--- src/rtl/dma_channel_counter.sv ---
// DMA channel address/count engine: captures programmed base words, steps the live
// address/count on each acknowledged transfer, and flags terminal count.
module dma_channel_counter (
   input  logic        clk,
   input  logic        RESET,
   input  logic [15:0] prog_word,
   input  logic        prog_valid,
   input  logic        prog_sel,
   input  logic        autoinit_en,
   input  logic        addr_dec,
   input  logic        xfer_ack,
   output logic [15:0] cur_addr,
   output logic [15:0] cur_count,
   output logic        ready,
   output logic        done,
   output logic        tc,
   output logic        err
);

   localparam int unsigned W = 16;

   typedef enum logic [1:0] {
      ST_IDLE  = 2'd0,
      ST_READY = 2'd1,
      ST_DONE  = 2'd2
   } state_t;

   state_t         state_q, state_d;
   logic           prog_valid_q;
   logic [W-1:0]   base_addr_q, base_addr_d;
   logic [W-1:0]   base_count_q, base_count_d;
   logic [W-1:0]   cur_addr_q, cur_addr_d;
   logic [W-1:0]   cur_count_q, cur_count_d;
   logic           addr_loaded_q, addr_loaded_d;
   logic           cnt_loaded_q, cnt_loaded_d;
   logic           tc_q, tc_d;
   logic           err_q, err_d;
   logic           load_c;
   logic [W-1:0]   addr_step_c;

   // A held-high prog_valid produces exactly one load on its rising edge.
   assign load_c      = prog_valid & ~prog_valid_q;
   assign addr_step_c = addr_dec ? (cur_addr_q - W'(1)) : (cur_addr_q + W'(1));

   always_ff @(posedge clk or posedge RESET) begin
      if (RESET) begin
         state_q       <= ST_IDLE;
         prog_valid_q  <= 1'b0;
         base_addr_q   <= '0;
         base_count_q  <= '0;
         cur_addr_q    <= '0;
         cur_count_q   <= '0;
         addr_loaded_q <= 1'b0;
         cnt_loaded_q  <= 1'b0;
         tc_q          <= 1'b0;
         err_q         <= 1'b0;
      end else begin
         state_q       <= state_d;
         prog_valid_q  <= prog_valid;
         base_addr_q   <= base_addr_d;
         base_count_q  <= base_count_d;
         cur_addr_q    <= cur_addr_d;
         cur_count_q   <= cur_count_d;
         addr_loaded_q <= addr_loaded_d;
         cnt_loaded_q  <= cnt_loaded_d;
         tc_q          <= tc_d;
         err_q         <= err_d;
      end
   end

   always_comb begin
      state_d       = state_q;
      base_addr_d   = base_addr_q;
      base_count_d  = base_count_q;
      cur_addr_d    = cur_addr_q;
      cur_count_d   = cur_count_q;
      addr_loaded_d = addr_loaded_q;
      cnt_loaded_d  = cnt_loaded_q;
      tc_d          = 1'b0;
      err_d         = 1'b0;

      if (load_c) begin
         // A coincident ack loses to the load and is reported as dropped.
         err_d = xfer_ack;
         if (!prog_sel) begin
            base_addr_d   = prog_word;
            cur_addr_d    = prog_word;
            addr_loaded_d = 1'b1;
         end else begin
            base_count_d = prog_word;
            cur_count_d  = prog_word;
            cnt_loaded_d = 1'b1;
         end
         case (state_q)
            ST_IDLE:  if (addr_loaded_d && cnt_loaded_d) state_d = ST_READY;
            ST_READY: state_d = ST_READY;
            ST_DONE:  state_d = ST_IDLE;
            default:  state_d = ST_IDLE;
         endcase
      end else if (xfer_ack) begin
         if (state_q == ST_READY) begin
            cur_addr_d = addr_step_c;
            if (cur_count_q != '0) begin
               cur_count_d = cur_count_q - W'(1);
            end else begin
               tc_d = 1'b1;
               if (autoinit_en) begin
                  cur_addr_d  = base_addr_q;
                  cur_count_d = base_count_q;
               end else begin
                  cur_count_d   = '1;
                  addr_loaded_d = 1'b0;
                  cnt_loaded_d  = 1'b0;
                  state_d       = ST_DONE;
               end
            end
         end else begin
            err_d = 1'b1;
         end
      end
   end

   assign cur_addr  = cur_addr_q;
   assign cur_count = cur_count_q;
   assign ready     = (state_q == ST_READY);
   assign done      = (state_q == ST_DONE);
   assign tc        = tc_q;
   assign err       = err_q;

endmodule

--- config.mk ---
export PLATFORM = sky130hd
export DESIGN_NAME = dma_channel_counter
export DESIGN_NICKNAME = d
export VERILOG_FILES = /design/src/rtl/dma_channel_counter.sv
export SDC_FILE = /design/constraint.sdc
export NUM_CORES = 1
export LEC_CHECK = 0
export CAP_MARGIN = 40
export CORE_ASPECT_RATIO = 1.75
export CORE_MARGIN = 2
export CORE_UTILIZATION = 55
export CTS_CLUSTER_SIZE = 30
export DETAILED_ROUTE_END_ITERATION = 12
export PLACE_DENSITY = 0.86
export SKIP_LAST_GASP = 1
export SLEW_MARGIN = 0
export SYNTH_ARGS = -nofsm -noshare
export SYNTH_HDL_FRONTEND = slang
export SYNTH_SLANG_ARGS = --single-unit
--- constraint.sdc ---
create_clock -name clk -period 3.1 [get_ports clk]
set_input_delay 0.465 -clock clk [delete_from_list [all_inputs] [get_ports clk]]
set_output_delay 0.465 -clock clk [all_outputs]
set_load 0.01 [all_outputs]
# Word-level counts from Yosys, hierarchy flattened
# Cells that the tools add are included.
dict set report totals {
  inputBits 23
  ff_bits 71
  out_inout_bits 36
  wordCells 71
}
dict set report classes {
  n_reduce_logical 11
  bitwise 3
  mux 37
  eq_ne 7
  addsub 3
}
# op n
set ops {}
lappend ops {{$mux W16} 13}
lappend ops {{$sub A16 B1 Y16 const B} 2}
lappend ops {{$mux W1} 17}
lappend ops {{$add A16 B1 Y16 const B} 1}
lappend ops {{$reduce_bool A16 Y1} 1}
lappend ops {{$mux W2} 6}
lappend ops {{$ne A2 B2 Y1 const B} 3}
lappend ops {{$reduce_and A3 Y1} 2}
lappend ops {{$reduce_and A5 Y1} 1}
lappend ops {{$pmux W2 S2} 1}
lappend ops {{$reduce_and A2 Y1} 2}
lappend ops {{$reduce_and A4 Y1} 1}
lappend ops {{$reduce_bool A2 Y1} 2}
lappend ops {{$ne A3 B3 Y1 const B} 1}
lappend ops {{$eq A2 B1 Y1 const B} 1}
lappend ops {{$eq A2 B2 Y1 const B} 1}
lappend ops {{$logic_not A2 Y1} 1}
lappend ops {{$ne A2 B1 Y1 const B} 1}
lappend ops {{$not A1 Y1} 2}
lappend ops {{$and A1 B1 Y1} 1}
lappend ops {{$logic_and A1 B1 Y1} 1}

# Depth between registers and ports, before layout
# Gate-level depths: netlist of run 1.
dict set report depth {
  ltp_word 7
  depth_mapped 10
}

# Worst setup path after synthesis of run 1
# OpenSTA, ideal clock, no wires.
dict set report synth_path {
  path_type {reg2reg}
  start {reg cur_count_q[9] (netlist: cur_count[9])}
  end {reg state_q[0]}
  setup_slack_ns 0.561
  path_buffers 2
  setup_ns 0.133
  t_required_ns 2.967
  path_stages_with_launch 9
  synth_period_minus_slack_ns 2.539
  t_arrival_ns 2.406
  path_cell_list {dfrtp_1 -> buf_6 -> or4_4 -> or3_4 -> or3_1 -> buf_6 -> or3_1 -> a21oi_1 -> a21oi_1}
}
dict set report synth_via {
  elab_chain_len 3
}
# element line_no
set synth_rtl {}
lappend synth_rtl {{start: declaration} 33} ;# logic [W-1:0] cur_count_q, cur_count_d;
lappend synth_rtl {{start signal: assignment} 63} ;# cur_count_q <= cur_count_d;
lappend synth_rtl {{$reduce_bool A16 Y1} 103} ;# if (cur_count_q != '0) begin
lappend synth_rtl {{$ne A2 B2 Y1 (no source line)} --}
lappend synth_rtl {{$reduce_and A5 Y1 (no source line)} --}
lappend synth_rtl {{end signal: assignment} 58} ;# state_q <= state_d;
lappend synth_rtl {{end: declaration} 28} ;# state_t state_q, state_d;
# Every way passes these cells.
# A chain may end at the register's enable or synchronous reset.

# Worst setup path in the final report of run 1
dict set report layout_path {
  start {in addr_dec}
  end {reg cur_addr_q[15] (netlist: cur_addr[15])}
}
dict set report layout_via {
  elab_chain_len 6
}
# element line_no
set layout_rtl {}
lappend layout_rtl {{start: declaration} 10} ;# input logic addr_dec,
lappend layout_rtl {{$mux W16 (*)} 43} ;# assign addr_step_c = addr_dec ? (cur_addr_q - W'(1)) : (cur_addr_q + W'(1));
lappend layout_rtl {{$mux W16} 107} ;# if (autoinit_en) begin
lappend layout_rtl {{$mux W16 (*)} 103}
lappend layout_rtl {{$mux W16 (*)} 101} ;# if (state_q == ST_READY) begin
lappend layout_rtl {{$mux W16 (*)} 100} ;# end else if (xfer_ack) begin
lappend layout_rtl {{$mux W16 (*)} 82} ;# if (load_c) begin
lappend layout_rtl {{end signal: assignment} 62} ;# cur_addr_q <= cur_addr_d;
lappend layout_rtl {{end: declaration} 32} ;# logic [W-1:0] cur_addr_q, cur_addr_d;
# Every way passes the cells marked *; elsewhere a longest branch is shown, timed or not. The select of a mux whose other input is x is not followed.

==> flow_summary_export.csv, run 1 <==
group,metric,value,unit
synthesis,synth_area_leaders,"dfrtp_1, mux2_2, o21ai_0, ha_1, nand2_1",
cts,cts_inserted_buffers,9,
worst_setup_path,slowest_stage,"clkdlybuf4s50_1",
sta,rsz0062_at_grt,"no",
worst_setup_path,crit_chain,"clkdlybuf4s50_1, buf_4, ha_1, a21o_1, and2_1, nor4b_1, nand3b_1, a32o_1, nor3_1",
worst_setup_path,rrSetupSlack,400,ps
detailed_routing,first_iter_violations,297,
sta,slew_headroom,51.2,%
floorplan,core,7570,µm²
cts,cts_tree,"built",
sta,max_clock_freq,356,MHz
synthesis,syn_nets,493,
placed_design,gp_routability_congestion,0.906,
cts,root_buffer,"clkbuf_16",
worst_setup_path,start_kind,"primary input",
final_layout,fillers,560,
final_layout,final_util,70.7,%
worst_setup_path,crit_type,"in2reg",
final_layout,nets,562,
detailed_routing,finalWirelength,12.1,mm
sta,fin_ws,292,ps
synthesis,synth_seq_cells,71,
detailed_routing,drt_drc_violations_left,0,
final_layout,drive_gt1_share,14.6,%
detailed_routing,dr_total_vias,4022,
worst_setup_path,r2r_start,"cur_count[5]$_DFFE_PP0P_",
sta,timing.final.max_slew_violations,0,
placed_design,dpl.hpwl,8.72,mm
synthesis,synthDistinctLibCells,56,
detailed_routing,wire_per_inst,19.7,µm
global_routing,grt_pass1_vias,3993,
sta,tns,0,ps
worst_setup_path,r2r_cells,7,
hold_path,min_from,"addr_loaded_q$_DFFE_PP0P_",
cts,htreeDepth,3,
synthesis,synth_area,4270,µm²
worst_setup_path,cp_top_family,"buffers and inverters",
synthesis,seq_area_frac_synth,41.6,%
synthesis,yosys_warnings,0,
cts,cts_hold_buf,0,
sta,worstMarginPinSlew,725,ps
global_routing,gr-usage-all-layers,29.8,%
hold_path,min_path_type,"reg2reg",
sta,hold_violations,0,
cts,cts-resized-gates,0,
hold_path,holdPathEnd,"addr_loaded_q$_DFFE_PP0P_",
floorplan,rows,42,
floorplan,fp.dieH,121,µm
worst_setup_path,endpoint_kind,"flip-flop",
sta,fin_crit_sh,90.6,%
global_routing,antenna_found_initial,0,
worst_setup_path,r2r_end,"cur_addr[14]$_DFFE_PP0P_",
placed_design,portBuffers,58,
worst_setup_path,crit_fanout,10,
flow_run,max_cap_viol_count,0,
worst_setup_path,cp.arrival,3070,ps
synthesis,synth_top_area_share,41.6,%
sta,finalSetupViolCount,0,
worst_setup_path,slowest_delay,640,ps
cts,post-cts-setup-buffers,0,
run_status,status,"finished, final reports clean",
synthesis,synth_area_leader_cell,"dfrtp_1",
power,power_density,837,nW/µm²
global_routing,grt_pass1_wl,19.8,mm
final_layout,synthToLayoutAreaGrowth,25.2,%
detailed_routing,drtAntennaViolNets,0,
power,leakagePower,2.23,nW
floorplan,die_area,8520,µm²
cts,clk_pin_slew,50,ps
sta,fin_skew,6.14,ps
worst_setup_path,cp.buffers_inverters,2,
floorplan,die_w,70.6,µm
synthesis,syn_inst,454,
hold_path,min_path_cells,1,
synthesis,async_flop_share,100,%
detailed_routing,dr.pass1.iters,5,
global_routing,grt_max_degree,36,
detailed_routing,viasPerCell,6.53,
synthesis,synth_edf_count,0,
cts,clk_path_buf_depth,2,
sta,whs,492,ps
synthesis,syn_avg_cell_area,9.41,µm²
global_routing,overflow,0,
synthesis,ys.flop_type,"dfrtp_1",
worst_setup_path,critPathRequiredTime,3360,ps
cts,insertion_delay,340,ps
final_layout,num_antenna_cells,0,
cts,cts.sinks,71,
synthesis,synth_common_cells,"dfrtp_1, nand2_1, o21ai_0",
placed_design,place_ws,33.3,ps
power,peakVddDrop,0.000533,V
sta,period_needed,2810,ps
floorplan,ioPinCount,59,
synthesis,synth.most_common_cell,"dfrtp_1",
floorplan,start_util,56.5,%
==> layout make-up <==
cell class	instances	area (µm²)	share of cell area, %
well taps	88	110	2.06
clock buffers	13	260	4.86
multi-input cells	354	2360	44.1
repair buffers	82	761	14.2
flip-flops and latches	71	1780	33.2
inverters	5	18.8	0.351
clock inverters	3	65.1	1.22
==> placed cells by master, fill, tap and decap left out, drive strengths merged, types with 4 or more instances in the layout <==
| cell type | Yosys | final |
|---|---|---|
| mux2 | 33 | 33 |
| inv | 4 | 4 |
| clkbuf | 19 | 13 |
| a21oi | 31 | 31 |
| xnor2 | 7 | 7 |
| and3 | 5 | 5 |
| nand3 | 11 | 11 |
| nor3 | 14 | 14 |
| a21o | 8 | 8 |
| dfrtp | 71 | 71 |
| clkdlybuf4s50 | 0 | 58 |
| ha | 15 | 15 |
| nand2b | 8 | 8 |
| o311ai | 6 | 6 |
| or3 | 13 | 13 |
| nand2 | 46 | 46 |
| a31oi | 12 | 12 |
| nand4 | 4 | 4 |
| xor2 | 6 | 6 |
| buf | 5 | 24 |
| nor2 | 31 | 31 |
| nor4 | 4 | 4 |
| a22o | 7 | 7 |
| a211oi | 8 | 8 |
| o21ai | 38 | 38 |
| o21a | 6 | 6 |
==> layer usage <==
metal	track usage (%)	vias to the layer above	wire, µm
met4	17.3	0	537
met2	51.7	183	6310
met1	34.1	1959	4580
met3	5.17	46	685
met5	0	-	0
li1	-	1834	-
==> power by group <==
group | internal, mW | switching [mW]
Clock | 0.747 | 0.382
Sequential | 1.18 | 0.269
Combinational | 0.969 | 0.935
==> worst max-delay path by stage <==
stage	slack (ps)	cells after the start	to	startpoint
after floorplan	560	8	state_q[0]$_DFFE_PP0P_	cur_count[9]$_DFFE_PP0P_
after global placement	100	8	cur_addr[10]$_DFFE_PP0P_	addr_dec
after detailed placement	30	9	cur_addr[15]$_DFFE_PP0P_	addr_dec
after CTS	380	9	cur_addr[15]$_DFFE_PP0P_	addr_dec
after global routing	130	8	cur_addr[14]$_DFFE_PP0P_	addr_dec
final	290	9	cur_addr[15]$_DFFE_PP0P_	addr_dec
==> cells by family (layout without fill, tap and decap cells) <==
kind of cell | count (synthesis) | in the layout | share of synthesized area (%)
AOI/OAI and AO/OA | 142 | 142 | 21.5
xor gates and xnor gates | 13 | 13 | 2.66
adders and majority gates | 16 | 16 | 4.86
buffers and inverters | 29 | 103 | 3.25
DFF | 71 | 71 | 41.6
muxes | 36 | 36 | 9.40
and+or+nand+nor | 147 | 147 | 16.7
==> state kept, by name, summed over array words and instances (netlist names), 2 cells and up <==
register	cells
base_addr_q	16
base_count_q	16
cur_addr	16
cur_count	16
state_q	2
==> through the flow <==
stage / instance area [µm²] / total power [mW] / cells
6_report: 5350 / 4.48 / 616
5_1_grt: 5350 / 4.73 / 616
4_1_cts: 5350 / 4.46 / 616
3_5_place_dp: 5030 / 3.32 / 600
3_3_place_gp: 5030 / 3.25 / 600
2_1_floorplan: 4270 / 2.60 / 454
(Power assumes the default switching activity.)
==> run 2, diff against run 1 <==
Settings changed: CELL_PAD_IN_SITES_DETAIL_PLACEMENT set to 1, CELL_PAD_IN_SITES_GLOBAL_PLACEMENT set to 1, CORE_UTILIZATION 55 to 35, GPL_TIMING_DRIVEN set to 0, PLACE_DENSITY 0.86 to 0.74.
==> run 2 against run 1 <==
  * Clock power fell by 5%
  * Final area rose by 0.44%
  * First-iteration DRC count fell by 28%
  * Non-clock buffer count rose by 1
  * Via count fell by 2.3%
  * Core utilization fell by 26 points
  * Clock-buffer cell count fell by 2
  * Sequential share of layout area fell by 0.15 points
  * Wire length rose by 16%
  * Critical path type unchanged
  * Critical endpoint unchanged
  * Highest routed layer unchanged
==> flow_summary_export.csv, run 2 (synthesized netlist as in run 1, its figures left out) <==
group,metric,value,unit
worst_setup_path,r2r_cells,8,
global_routing,grt_pass1_vias,4282,
worst_setup_path,crit_fanout,16,
worst_setup_path,r2r_start,"cur_count[9]$_DFFE_PP0P_",
global_routing,grt_pass1_wl,22.4,mm
global_routing,overflow,0,
cts,clk_pin_slew,60,ps
final_layout,drive_gt1_share,12.3,%
floorplan,die_area,13100,µm²
sta,finalSetupViolCount,0,
placed_design,placed_area,5050,µm²
cts,root_buffer,"clkbuf_16",
power,power_density,827,nW/µm²
placed_design,portBuffers,57,
final_layout,synthToLayoutAreaGrowth,25.8,%
detailed_routing,dr_total_vias,3928,
hold_path,min_path_type,"in2async",
global_routing,gr-usage-all-layers,22.4,%
detailed_routing,drt_drc_violations_left,0,
sta,fin_skew,4.99,ps
worst_setup_path,cp.arrival,3160,ps
sta,rsz0062_at_grt,"no",
placed_design,place_ws,-402,ps
detailed_routing,drtAntennaViolNets,0,
worst_setup_path,critPathRequiredTime,3360,ps
detailed_routing,viasPerCell,5.90,
sta,max_clock_freq,344,MHz
worst_setup_path,start_kind,"primary input",
floorplan,start_util,35.8,%
final_layout,layout_common_cells,"dfrtp_1, clkdlybuf4s50_1, nand2_1, o21ai_0, mux2_2",
floorplan,die_w,87.5,µm
sta,fin_ws,196,ps
sta,slew_headroom,47.1,%
placed_design,gp_routability_congestion,0.827,
sta,hold_violations,0,
sta,fin_crit_sh,93.7,%
power,leakagePower,2.18,nW
final_layout,fin_cells,666,
final_layout,fillers,1362,
run_status,status,"finished, final reports clean",
detailed_routing,finalWirelength,14.0,mm
cts,insertion_delay,340,ps
cts,cts_inserted_buffers,9,
placed_design,dpl.hpwl,10.6,mm
cts,post-cts-setup-buffers,0,
detailed_routing,wire_per_inst,21.1,µm
floorplan,ioPinCount,59,
detailed_routing,dr.pass1.iters,4,
global_routing,grt_max_degree,64,
final_layout,num_antenna_cells,0,
floorplan,fp.dieH,150,µm
cts,htreeDepth,3,
floorplan,core,11900,µm²
sta,timing.final.max_slew_violations,0,
worst_setup_path,endpoint_kind,"flip-flop",
worst_setup_path,crit_type,"in2reg",
final_layout,stdcell_area,5380,µm²
power,p_total,4.45,mW
detailed_routing,first_iter_violations,214,
cts,cts.sinks,71,
power,peakVddDrop,0.000327,V
worst_setup_path,r2r_end,"cur_count[12]$_DFFE_PP0P_",
worst_setup_path,rrSetupSlack,220,ps
sta,worstMarginPinSlew,793,ps
floorplan,rows,53,
final_layout,final_common_cell,"dfrtp_1",
global_routing,antenna_found_initial,0,
sta,period_needed,2900,ps
flow_run,max_cap_viol_count,0,
placed_design,place_inst,650,
cts,cts_tree,"built",
final_layout,nets,563,
cts,clk_path_buf_depth,2,
-- run 2: changes by cell type in the layout (fill, tap and decap cells not counted), sizes merged, moves of 2 or more --
cell / change
buf: -17
clkbuf: +17
clkdlybuf4s50: -2
clkinv: +2
-- run 2: stage by stage --
step,hold slack [ps],TNS (ps),util [%]
2_1_floorplan,455,0,-
3_3_place_gp,473,-33430,42.0
3_5_place_dp,485,-2830,42.3
4_1_cts,371,0,44.9
5_1_grt,390,0,45.0
6_report,375,0,45.0
-- run 2: cell type report --
class | count | area [µm²] | share of cell area [%]
repair buffers | 59 | 602 | 11.2
clock buffers | 11 | 253 | 4.70
plain buffers | 24 | 121 | 2.26
well taps | 137 | 171 | 3.19
inverters | 5 | 21.3 | 0.396
multi-input cells | 354 | 2370 | 44.2
clock inverters | 5 | 56.3 | 1.05
flip-flops and latches | 71 | 1780 | 33.1
-- run 2: timing repair --
item / CTS / global route
gates cloned: 0 / 0
gates resized for setup: 2 / 4
hold buffers: 0 / 0
setup endpoints to repair: 8 / 4
-- run 2: worst max-delay path by stage --
stage                                        start                   endpoint  slack [ps]
after detailed placement                  addr_dec   cur_addr[14]$_DFFE_PP0P_        -400
after global placement                       RESET   cur_count[2]$_DFFE_PP0P_        -450
final                                     addr_dec   cur_addr[15]$_DFFE_PP0P_         200
after floorplan           cur_count[9]$_DFFE_PP0P_     state_q[0]$_DFFE_PP0P_         560
after CTS                 cur_count[9]$_DFFE_PP0P_    cur_addr[3]$_DFFE_PP0P_         100
after global routing      cur_count[9]$_DFFE_PP0P_  cur_count[12]$_DFFE_PP0P_          50
-- run 2: metal layers --
layer  part of all wire (%)  vias to the layer above  track usage (%)  wire, µm
met2                     56                       88             40.8      7820
met3                    2.5                       35             3.56       349
met5                      0                        -                0         0
met4                    3.2                        0             11.2       444
li1                       -                     1834                -         -
met1                     39                     1971             24.5      5420
-- run 2: report_power, final --
| part | switching, mW | total [mW] | internal (mW) |
|---|---|---|---|
| combinational | 0.975 | 1.94 | 0.964 |
| sequential | 0.261 | 1.44 | 1.18 |
| clock | 0.404 | 1.07 | 0.665 |
-- run 2: worst max-delay path, cell delays in order --
cell           delay (ps)
dlygate4sd2_1         710
ha_1                  430
a21o_1                240
a211oi_1              260
nor4b_1               410
nand3b_1              180
a32o_1                280
nor3_1                160
==> run 3, diff against run 2 <==
Settings changed: GPL_TIMING_DRIVEN 0 to unset.
==> run 3 against run 2 <==
  * Clock-buffer cell count decreased by 2
  * First-iteration DRC count decreased by 30%
  * Core utilization increased by 0.65 points
  * Clock power increased by 12%
  * Highest routed layer unchanged
  * Via count decreased by 0.33%
  * Total power increased by 4.2%
  * Wire length decreased by 3.4%
  * Critical path type unchanged
  * Register-to-register slack improved by 260 ps
  * Sequential share of layout area decreased by 0.47 points
==> flow_summary_export.csv, run 3 (synthesized netlist as in run 1, its figures left out) <==
group,metric,value,unit
final_layout,fin_cells,666,
worst_setup_path,cp.arrival,2930,ps
power,power_frac_clock,25.9,%
cts,insertion_delay,340,ps
detailed_routing,wire_per_inst,20.4,µm
final_layout,num_antenna_cells,0,
global_routing,grt_pass1_vias,4249,
sta,rsz0062_at_grt,"no",
run_status,status,"finished, final reports clean",
cts,htreeDepth,3,
worst_setup_path,rrSetupSlack,480,ps
sta,period_needed,2690,ps
worst_setup_path,crit_fanout,4,
final_layout,drive_gt1_share,15.1,%
detailed_routing,drtAntennaViolNets,0,
global_routing,antenna_found_initial,0,
floorplan,start_util,35.8,%
floorplan,die_area,13100,µm²
placed_design,portBuffers,58,
worst_setup_path,endpoint_kind,"flip-flop",
sta,slew_headroom,51.6,%
global_routing,grt_pass1_wl,21.7,mm
floorplan,ioPinCount,59,
sta,fin_skew,9.50,ps
global_routing,gr-usage-all-layers,21.6,%
final_layout,layout_common_cells,"dfrtp_1, clkdlybuf4s50_1, nand2_1, o21ai_0, mux2_2",
cts,cts-resized-gates,0,
sta,finalSetupViolCount,0,
cts,clk_pin_slew,60,ps
global_routing,overflow,0,
hold_path,min_path_type,"in2async",
worst_setup_path,crit_type,"in2reg",
floorplan,fp.dieH,150,µm
sta,max_clock_freq,371,MHz
final_layout,final_util,45.7,%
cts,post-cts-setup-buffers,0,
floorplan,core,11900,µm²
placed_design,place_inst,650,
sta,worstMarginPinSlew,726,ps
final_layout,multi_input_area,2360,µm²
power,sequentialPowerShare,31.1,%
power,peakVddDrop,0.000595,V
power,comb_power_share,43.0,%
sta,timing.final.max_slew_violations,0,
placed_design,place_ws,128,ps
detailed_routing,finalWirelength,13.6,mm
sta,fin_ws,407,ps
sta,tns,0,ps
final_layout,synthToLayoutAreaGrowth,27.6,%
floorplan,die_w,87.5,µm
detailed_routing,dr_total_vias,3915,
placed_design,dpl.hpwl,9.98,mm
power,intPower,2.96,mW
detailed_routing,drt_drc_violations_left,0,
detailed_routing,dr.pass1.iters,6,
worst_setup_path,start_kind,"primary input",
floorplan,rows,53,
cts,cts_tree,"built",
final_layout,regArea,1780,µm²
sta,fin_crit_sh,86.9,%
power,power_density,849,nW/µm²
power,leakagePower,2.25,nW
power,p_switching,1.67,mW
detailed_routing,first_iter_violations,150,
cts,clk_path_buf_depth,2,
detailed_routing,viasPerCell,5.88,
final_layout,final_common_cell,"dfrtp_1",
sta,hold_violations,0,
placed_design,gp_routability_congestion,0.915,
cts,cts.sinks,71,
global_routing,grt_max_degree,65,
cts,root_buffer,"clkbuf_16",
worst_setup_path,critPathRequiredTime,3330,ps
final_layout,fillers,1377,
cts,cts_hold_buf,0,
power,p_total,4.63,mW
power,sw_frac_of_total,36.0,%
flow_run,max_cap_viol_count,0,
cts,cts_inserted_buffers,9,
final_layout,nets,563,
==> run 3: changes by cell type in the layout (fill, tap and decap cells not counted), moves of 2 or more <==
cell / change
bufinv_16: +2
buf_2: -2
buf_4: +23
clkbuf_8: -3
buf_6: -2
clkdlybuf4s50_1: +2
clkbuf_1: -17
==> run 3: worst max-delay path, stage by stage <==
cell,delay (ps)
clkdlybuf4s50_1,460
buf_4,180
fa_1,470
a211oi_1,350
o21ai_0,310
nand3_1,190
a21oi_1,90
xnor2_1,150
a221oi_1,260
==> run 3: power by group through the flow <==
stage,Sequential [mW],Combinational (mW),Clock (mW)
after floorplan,1.46,1.14,0
after global placement,1.45,1.91,0
after detailed placement,1.45,1.97,0
after CTS,1.44,2.00,1.23
after global routing,1.48,2.18,1.26
final,1.44,1.99,1.20
==> run 3: per-layer routing <==
| layer | part of all wire, % | global-route usage (%) | vias to the layer above |
|---|---|---|---|
| met5 | 0 | 0 | - |
| met2 | 56 | 40.3 | 77 |
| met1 | 39 | 23.7 | 1975 |
| met4 | 2.9 | 9.92 | 0 |
| li1 | - | - | 1836 |
| met3 | 2.1 | 2.80 | 27 |
==> run 3: final timing paths <==
path / from / end / cells after the start
max: addr_dec / cur_addr[14]$_DFFE_PP0P_ / 9
min reg2reg: base_addr_q[8]$_DFFE_PP0P_ / cur_addr[8]$_DFFE_PP0P_ / 2
min: RESET / err$_DFF_PP0_ / 2
max in group asynchronous: RESET / cur_count[1]$_DFFE_PP0P_ / 3
min in group clk: base_addr_q[8]$_DFFE_PP0P_ / cur_addr[8]$_DFFE_PP0P_ / 2
max reg2reg: cur_count[10]$_DFFE_PP0P_ / cur_count[3]$_DFFE_PP0P_ / 6
==> run 3: through the flow <==
step / cell area (µm²) / hold WS [ps]
6_report: 5450 / 347
5_1_grt: 5450 / 361
4_1_cts: 5450 / 342
2_1_floorplan: 4270 / 455
3_5_place_dp: 5110 / 484
3_3_place_gp: 5110 / 473
==> run 3: final cells by class <==
type                            instances  share of cell area (%)
Clock buffer                            9                    4.13
Clock inverter                          7                    2.20
Sequential cell                        71                    32.6
Inverter                                5                   0.344
Timing Repair Buffer                   83                    14.3
Multi-Input combinational cell        354                    43.3
Tap cell                              137                    3.14
